## config.mk

```make
export PLATFORM = sky130hd
export DESIGN_NAME = rede_taylor_core
export DESIGN_NICKNAME = d
export VERILOG_FILES = /design/src/rtl/rede_taylor_pkg.sv /design/src/rtl/rede_taylor_core_mac.sv /design/src/rtl/rede_taylor_core.sv
export SDC_FILE = /design/constraint.sdc
export NUM_CORES = 2
export LEC_CHECK = 0
export CORE_MARGIN = 5
export CORE_UTILIZATION = 28
export CTS_CLUSTER_SIZE = 12
export DETAILED_ROUTE_END_ITERATION = 10
export REMOVE_ABC_BUFFERS = 1
export SLEW_MARGIN = 25
export SYNTH_ARGS = -nofsm -noshare
export SYNTH_HDL_FRONTEND = slang
export SYNTH_SLANG_ARGS = --single-unit
```

## constraint.sdc

```tcl
create_clock -name clk -period 12.73 [get_ports clk]
set_input_delay 1.9095 -clock clk [delete_from_list [all_inputs] [get_ports clk]]
set_output_delay 1.9095 -clock clk [all_outputs]
set_load 0.005 [all_outputs]
```

## src/rtl/rede_taylor_pkg.sv

```systemverilog
// Shared definitions for the rede_taylor_core slice.
// Holds the sequencing states, bus widths, the port address this core
// answers on, the default exp(x) coefficients and the 28-bit saturation helper.
package rede_taylor_pkg;

  typedef enum logic [1:0] {
    REQ  = 2'd0,
    CALC = 2'd1,
    OUT  = 2'd2
  } state_e;

  localparam int IN_W   = 19;
  localparam int OUT_W  = 28;
  localparam int PORT_W = 4;
  localparam int PROD_W = IN_W + OUT_W;

  localparam logic [PORT_W-1:0] PORT_ID = 4'd1;

  // Default coefficients in Q.10: 1.0, 1.0, 0.5, ~1/6 (truncated exp(x)).
  localparam int unsigned             FRAC_DEF = 10;
  localparam logic signed [OUT_W-1:0] C0_DEF   = 28'sd1024;
  localparam logic signed [OUT_W-1:0] C1_DEF   = 28'sd1024;
  localparam logic signed [OUT_W-1:0] C2_DEF   = 28'sd512;
  localparam logic signed [OUT_W-1:0] C3_DEF   = 28'sd171;

  localparam logic signed [PROD_W:0] SAT_MAX = 48'sd134217727;
  localparam logic signed [PROD_W:0] SAT_MIN = -48'sd134217728;

  // Clamp a wide signed sum into the signed 28-bit result range.
  function automatic logic signed [OUT_W-1:0] sat28(input logic signed [PROD_W:0] v);
    logic signed [OUT_W-1:0] r;
    if (v > SAT_MAX) begin
      r = 28'sh7FFFFFF;
    end else if (v < SAT_MIN) begin
      r = -28'sd134217728;
    end else begin
      r = v[OUT_W-1:0];
    end
    return r;
  endfunction

endpackage

```

## src/rtl/rede_taylor_core_mac.sv

```systemverilog
// taylor_mac: one Horner step, purely combinational.
//   acc (in, 28 signed)  running accumulator, Q.FRAC
//   x   (in, 19 signed)  sample, Q.FRAC
//   c   (in, 28 signed)  coefficient added in this step, Q.FRAC
//   y   (out, 28 signed) sat28(((acc*x) >>> FRAC) + c)
module taylor_mac
  import rede_taylor_pkg::*;
#(
  parameter int unsigned FRAC = FRAC_DEF
) (
  input  logic signed [OUT_W-1:0] acc,
  input  logic signed [IN_W-1:0]  x,
  input  logic signed [OUT_W-1:0] c,
  output logic signed [OUT_W-1:0] y
);

  logic signed [PROD_W-1:0] prod_s;
  logic signed [PROD_W-1:0] shifted_s;
  logic signed [PROD_W:0]   sum_s;

  // Full-width product, floor-rescale, add coefficient one bit wider, then clamp.
  always_comb begin
    prod_s    = PROD_W'(acc) * PROD_W'(x);
    shifted_s = prod_s >>> FRAC;
    sum_s     = $signed({shifted_s[PROD_W-1], shifted_s})
              + $signed({{(PROD_W + 1 - OUT_W){c[OUT_W-1]}}, c});
    y         = sat28(sum_s);
  end

endmodule

```

## src/rtl/rede_taylor_core.sv

```systemverilog
// rede_taylor_core: evaluates y = C0 + C1*x + C2*x^2 + C3*x^3 by Horner's
// method with a single shared multiply-add, one sample at a time.
//   clk    (in)             rising-edge clock
//   rst    (in)             synchronous active-high reset
//   io_in  (in, 19 signed)  shared sample bus, captured at the end of REQ
//   io_out (out, 28 signed) last result, updated on entry to OUT
//   req_in (out, 4)         PORT_ID while requesting a sample, else 0
//   out_en (out, 4)         PORT_ID for the single cycle io_out is fresh, else 0
module rede_taylor_core
  import rede_taylor_pkg::*;
#(
  parameter int unsigned             FRAC = FRAC_DEF,
  parameter logic signed [OUT_W-1:0] C0   = C0_DEF,
  parameter logic signed [OUT_W-1:0] C1   = C1_DEF,
  parameter logic signed [OUT_W-1:0] C2   = C2_DEF,
  parameter logic signed [OUT_W-1:0] C3   = C3_DEF
) (
  input  logic                     clk,
  input  logic                     rst,
  input  logic signed [IN_W-1:0]   io_in,
  output logic signed [OUT_W-1:0]  io_out,
  output logic [PORT_W-1:0]        req_in,
  output logic [PORT_W-1:0]        out_en
);

  state_e                  state_q, state_d;
  logic [1:0]              k_q, k_d;
  logic signed [IN_W-1:0]  x_q, x_d;
  logic signed [OUT_W-1:0] acc_q, acc_d;
  logic signed [OUT_W-1:0] io_out_q, io_out_d;
  logic [PORT_W-1:0]       req_in_q, req_in_d;
  logic [PORT_W-1:0]       out_en_q, out_en_d;

  logic signed [OUT_W-1:0] coef_s;
  logic signed [OUT_W-1:0] mac_y_s;

  // Coefficient for the current Horner step (k counts 2,1,0).
  always_comb begin
    case (k_q)
      2'd2:    coef_s = C2;
      2'd1:    coef_s = C1;
      2'd0:    coef_s = C0;
      default: coef_s = C3;
    endcase
  end

  taylor_mac #(
    .FRAC (FRAC)
  ) u_mac (
    .acc (acc_q),
    .x   (x_q),
    .c   (coef_s),
    .y   (mac_y_s)
  );

  // Sequencer: next state, datapath loads and next values of the port strobes.
  // The strobes are flops, so each is decided one edge ahead. Coming out of
  // reset the REQ state first spends an edge raising req_in; REQ only samples
  // io_in once the request has actually been visible on the bus.
  always_comb begin
    state_d  = state_q;
    k_d      = k_q;
    x_d      = x_q;
    acc_d    = acc_q;
    io_out_d = io_out_q;
    req_in_d = 4'd0;
    out_en_d = 4'd0;
    case (state_q)
      REQ: begin
        if (req_in_q == PORT_ID) begin
          x_d     = io_in;
          acc_d   = C3;
          k_d     = 2'd2;
          state_d = CALC;
        end else begin
          req_in_d = PORT_ID;
        end
      end
      CALC: begin
        acc_d = mac_y_s;
        if (k_q == 2'd0) begin
          io_out_d = mac_y_s;
          out_en_d = PORT_ID;
          state_d  = OUT;
        end else begin
          k_d = k_q - 2'd1;
        end
      end
      OUT: begin
        req_in_d = PORT_ID;
        state_d  = REQ;
      end
      default: begin
        state_d = REQ;
      end
    endcase
  end

  // State and output registers with synchronous reset.
  always_ff @(posedge clk) begin
    if (rst) begin
      state_q  <= REQ;
      k_q      <= 2'd0;
      x_q      <= 19'sd0;
      acc_q    <= 28'sd0;
      io_out_q <= 28'sd0;
      req_in_q <= 4'd0;
      out_en_q <= 4'd0;
    end else begin
      state_q  <= state_d;
      k_q      <= k_d;
      x_q      <= x_d;
      acc_q    <= acc_d;
      io_out_q <= io_out_d;
      req_in_q <= req_in_d;
      out_en_q <= out_en_d;
    end
  end

  assign io_out = io_out_q;
  assign req_in = req_in_q;
  assign out_en = out_en_q;

endmodule

```

# Word level (Yosys, flattened, before mapping)
# Cells that the tools add are included.
# totals
elab_cells	45
out_inout_bits	36
regBits	87
# op_classes
mul	1
bitwise	1
magnitude_cmp	2
reduce_logical	10
eq_ne	8
n_mux	14
add_sub_neg	2
# ops
operator	count
28-bit two-way mux	3
28-bit one-hot mux with 2 select lines	1
48-bit by 28-bit greater-than comparator with 1-bit output (second input constant)	1
48-bit by 28-bit < comparator with 1-bit output (second input constant)	1
28-bit by 19-bit multiplier with 47-bit output	1
37-bit by 12-bit adder with 38-bit output	1
11-bit one-hot mux with 2 select lines	1
2-bit two-way mux	4
2-bit one-hot mux with 2 select lines	2
2-bit AND reduction	4
2-bit inequality test (second input constant)	3
2-bit by 1-bit equality test with 1-bit output (second input constant)	2
2-bit equality test (second input constant)	2
4-bit by 1-bit equality test with 1-bit output (second input constant)	1
2-bit zero test	2
2-bit OR reduction	2
3-bit AND reduction	1
1-bit two-way mux	2
1-bit one-hot mux with 2 select lines	1
2-bit nonzero test	1
2-bit by 1-bit subtractor with 2-bit output (second input constant)	1
1-bit inverter	1

# Longest topological paths before layout
# logic_depth
depth_word	8
ltp_mapped	36
depth_no_buf	32

# Modules after synthesis
# From an unflattened synthesis, not the netlist that was laid out.
# unflattened
cells_unflattened	2612
area_unflattened_um2	23306.1
# modules_own_cells
module	instances	area_per_inst_um2	cells_per_inst
taylor_mac	1	20475.9	2330
rede_taylor_core	1	2830.2	282

# Worst setup path after synthesis
# No wires, ideal clock.
# synth_path
path_kind	register to register
from	reg x_q[3]
to	reg io_out_q[6] (netlist: io_out[6])
synth_period_minus_slack_ns	8.797
setup_ns	0.117
path_slack_ns	3.933
stages_incl_launch_ff	35
arrival_time_ns	8.680
t_required_ns	12.613
path_cell_list	dfxtp_1 -> clkbuf_1 -> clkbuf_1 -> and2_1 -> fa_1 -> fa_1 -> inv_1 -> fa_1 -> inv_1 -> fa_1 -> inv_1 -> fa_1 -> inv_1 -> fa_1 -> ha_1 -> ha_1 -> buf_2 -> nand3_1 -> or4_1 -> nand3_1 -> a21oi_1 -> o21ai_0 -> xor2_1 -> ha_1 -> nand2_1 -> or3b_1 -> a221oi_2 -> nand4_2 -> or4_1 -> a222oi_1 -> o2111ai_1 -> o21ai_4 -> buf_6 -> nand2_1 -> a22o_1
# synth_between
elab_chain_cells	5
word_cells_on_any_way	6
cone_classes	1 x add/sub; 1 x mul; 2 x order compare; 2 x mux
# synth_rtl
element	line_no	rtl
from (decl)	rede_taylor_core.sv:28	logic signed [IN_W-1:0] x_q, x_d;
from (signal assigned)	rede_taylor_core.sv:104	x_q <= 19'sd0;
from (signal assigned)	rede_taylor_core.sv:112	x_q <= x_d;
28-bit by 19-bit multiplier with 47-bit output *	rede_taylor_core_mac.sv:23	prod_s = PROD_W'(acc) * PROD_W'(x);
37-bit by 12-bit adder with 38-bit output *	rede_taylor_core_mac.sv:26	+ $signed({{(PROD_W + 1 - OUT_W){c[OUT_W-1]}}, c});
48-bit by 28-bit < comparator with 1-bit output	rede_taylor_pkg.sv:34	end else if (v < SAT_MIN) begin
28-bit two-way mux	rede_taylor_pkg.sv:34	
28-bit two-way mux *	rede_taylor_pkg.sv:32	if (v > SAT_MAX) begin
to (signal assigned)	rede_taylor_core.sv:114	io_out_q <= io_out_d;
to (decl)	rede_taylor_core.sv:30	logic signed [OUT_W-1:0] io_out_q, io_out_d;
# Every way passes the cells marked *; elsewhere a longest branch is shown, timed or not.
# A chain may end at the register's enable or synchronous reset.

# Final worst setup path
# layout_path
from	reg x_q[12]
to	reg io_out_q[11] (netlist: io_out[11])
# The elaborated chain is that of the path after synthesis.

==> metrics <==
vias in the first global route 19100; Final HPWL DP 52300 µm; RSZ-0062 raised after global routing no; clk slew on worst S/H paths 0.07 ns; Final period util between 70% and 80%; Sw Ratio between 40% and 50%; Final min period around 10 ns; Final Hold Fails 0; WP buf/inv 1; CP Max Fanout 27; via count 17900; cell-internal power 669 µW; Cell Count, Final, Fillers Out 3780; First-pass DRT Iterations 5; crit-path leading delay family adder cells; setup ws final 2.62 ns; required time of the critical path 13.00 ns; Psw 633 µW; YS warnings 0; Sequential Power Share 23.6%; flops & latches, synth slightly above 80; I/O pins 57; most used flip-flop cell after synthesis dfxtp_1; DRC 0; outcome complete, no violations; Post-DRT Antenna Nets 0; Worst Skew 0.0187 ns; DRT iter0 DRCs 1067; WS Path Type reg2reg; Worst Path Arrival 10.38 ns; most frequent CP cell fa_1; Fmax a little under 100 MHz; placed cell count ~3800; Area Growth Syn to Fin 7.96%; setup TNS 0 ns; Clock Latency Late Sink 0.39 ns; Max clock buf depth 2; row cnt 106; hold_buf cts 0; CP max stage cell dfxtp_1; number of enable flip-flop cells after synthesis 0; Worst setup SP type flip-flop; clk sink count 81; post_cts resized 0; worst slew pin tran 1.02 ns; min-delay worst type reg2reg; total CTS buffers 9; Final nets 3321; GP Congestion around 0.9; number of port buffers 50; CTS tree built; asr flop ratio synth 0%; worst rel slew slack 31.7%; static leakage approximately 12 nW; post-synth cell types 88; worst vdd ir 0.0640 mV; Critical Path Max Stage Delay between 0.9 and 1 ns; die width 301 µm; # Max-Cap Violations 0; Clock Power Share 21.5%; fillcell total 8960; grt total ovfl 0; largest net degree at the start of global routing 35; wire per inst around 17 µm; sequential fraction of the synthesis area 6.84%; Comb pwr share 54.9%; Cell Area, Synth ~0.024 mm²; initial core utilization 28.3%; post-CTS setup buffers 0; share of cells above drive strength 1 4.04%; gr usage total between 10 and 15%; CP endpoint kind flip-flop; Die Area roughly 0.091 mm²; fin. max-slew vios 0; global-route wire length before repair 107000 µm; clock root cell clkbuf_16; Max H-tree Level 3; DP Worst Slack between 2 and 3 ns; initial antenna violation count 0; final setup fails 0; vias per inst 4.74; Die Y 301 µm; cells after synthesis 2693; final wirelength 65700 µm; diode count 0; Power Dens Cells 50.9 mW/mm²; synthesized area per cell 8.81 µm²; core area 0.0838 mm²
-- metal layers --
| layer | routed length, µm | global-route usage [%] | part of all wire [%] |
|---|---|---|---|
| met5 | 0 | 0 | 0 |
| met4 | 2320 | 5.08 | 3.5 |
| met3 | 3090 | 1.61 | 4.7 |
| met2 | 32700 | 25.9 | 50 |
| met1 | 27600 | 19.3 | 42 |
-- synth_stat cells (all sizes together), types with 5 or more instances --
cell | n | area share (%)
a22o | 28 | 1.0
a21o | 13 | 0.41
nor2 | 89 | 1.4
or4 | 9 | 0.28
fa | 522 | 44
a221oi | 5 | 0.21
a21oi | 74 | 1.6
a31oi | 9 | 0.26
or2 | 5 | 0.13
nand2 | 395 | 6.3
and4 | 6 | 0.22
nor4 | 9 | 0.44
buf | 34 | 0.90
nor2b | 12 | 0.32
o21ai | 62 | 1.4
clkbuf | 130 | 2.1
and2 | 250 | 6.6
nor3 | 23 | 0.51
o21a | 37 | 1.2
o21bai | 8 | 0.25
o31ai | 6 | 0.21
ha | 137 | 7.2
o2bb2ai | 5 | 0.18
or3 | 14 | 0.37
nand2b | 20 | 0.53
o211ai | 7 | 0.24
xnor2 | 40 | 1.5
xor2 | 21 | 0.78
nand4 | 25 | 0.83
and3 | 6 | 0.16
dfxtp | 81 | 6.8
nand3 | 22 | 0.51
a211oi | 8 | 0.27
a2bb2oi | 7 | 0.26
inv | 517 | 8.2
-- power groups by stage --
stage	clock, mW	sequential, mW	combinational, mW
after floorplan	0	0.326	0.438
after global placement	0	0.312	0.710
after detailed placement	0	0.313	0.715
after CTS	0.288	0.307	0.719
after global routing	0.295	0.310	0.795
final	0.280	0.307	0.715
-- flip-flops by register name, indices dropped and copies added (netlist names) --
register,cells
acc_q,28
io_out,28
x_q,19
k_q,2
state_q,2
out_en,1
req_in,1
-- final timing paths --
| path | from | to | slack (ns) | cells after the start |
|---|---|---|---|---|
| max | x_q[12]$_SDFFE_PP0P_ | io_out[11]$_SDFFE_PP0P_ | 2.62 | 26 |
| min | x_q[2]$_SDFFE_PP0P_ | x_q[2]$_SDFFE_PP0P_ | 0.46 | 2 |
| max reg2reg | x_q[12]$_SDFFE_PP0P_ | io_out[11]$_SDFFE_PP0P_ | 2.62 | 26 |
| min reg2reg | x_q[2]$_SDFFE_PP0P_ | x_q[2]$_SDFFE_PP0P_ | 0.46 | 2 |
-- worst register-to-register path, stage by stage, from the launching register on --
cell and delay (ns):
dfxtp_1 0.99, nand2_1 0.25, fa_1 0.59, inv_1 0.06, fa_1 0.53, fa_1 0.44, fa_1 0.56, fa_1 0.56
fa_1 0.58, fa_1 0.42, ha_1 0.46, and4_1 0.30, o211ai_1 0.15, a21oi_2 0.19, nor2_1 0.10, xnor2_1 0.13
ha_1 0.33, nand2_1 0.07, or3b_1 0.40, a221oi_2 0.46, nand4_2 0.32, or4_1 0.48, a222oi_1 0.40, o2111ai_1 0.25
o21ai_4 0.61, nand2_1 0.14, a22o_1 0.22
-- through the flow --
step	hold slack, ns	power (mW)	area, µm²	utilization, %
2_1_floorplan	0.464	0.764	23000	-
3_3_place_gp	0.445	1.02	25300	30.2
3_5_place_dp	0.450	1.03	25300	30.2
4_1_cts	0.459	1.31	25600	30.5
5_1_grt	0.489	1.40	25600	30.5
6_report	0.459	1.30	25600	30.5
-- layout by cell type, fill, tap and decap left out, drive strengths merged, types with 4 or more instances in the layout --
| cell type | instances |
|---|---|
| clkdlybuf4s50 | 49 |
| and3 | 6 |
| nand4 | 25 |
| a211oi | 8 |
| xnor2 | 40 |
| nand3 | 22 |
| o31ai | 6 |
| and2 | 250 |
| and4 | 6 |
| a31oi | 9 |
| a22o | 28 |
| buf | 47 |
| o21bai | 8 |
| nand2 | 395 |
| nand2b | 20 |
| dfxtp | 81 |
| o2bb2ai | 5 |
| or2 | 5 |
| o211ai | 7 |
| inv | 523 |
| xor2 | 21 |
| fa | 522 |
| nor2b | 12 |
| clkbuf | 9 |
| o21a | 37 |
| or3 | 14 |
| a21o | 13 |
| o21ai | 62 |
| a2bb2oi | 7 |
| or4 | 9 |
| nor3 | 23 |
| conb | 6 |
| a221oi | 5 |
| o2111ai | 4 |
| a21oi | 74 |
| nor2 | 89 |
| nor4 | 9 |
| ha | 137 |
-- area by class of cell --
class | instances | area [µm²] | share of cell area, %
clock buffers | 9 | 225 | 0.880
repair buffers | 96 | 841 | 3.28
clock inverters | 7 | 73.8 | 0.288
multi-input cells | 1936 | 19500 | 76.1
inverters | 517 | 1940 | 7.58
flip-flops and latches | 81 | 1620 | 6.34
well taps | 1134 | 1420 | 5.54
-- kinds of logic after synthesis --
group | after synthesis | synth area share, %
other | 1 | 0.0158
buffers and inverters | 681 | 11.2
adders and majority gates | 659 | 51.3
muxes | 5 | 0.227
xor gates and xnor gates | 61 | 2.25
DFF | 81 | 6.84
and+or+nand+nor | 897 | 19.0
AOI/OAI and AO/OA | 308 | 9.18
Power figures use the tool's default switching activity.
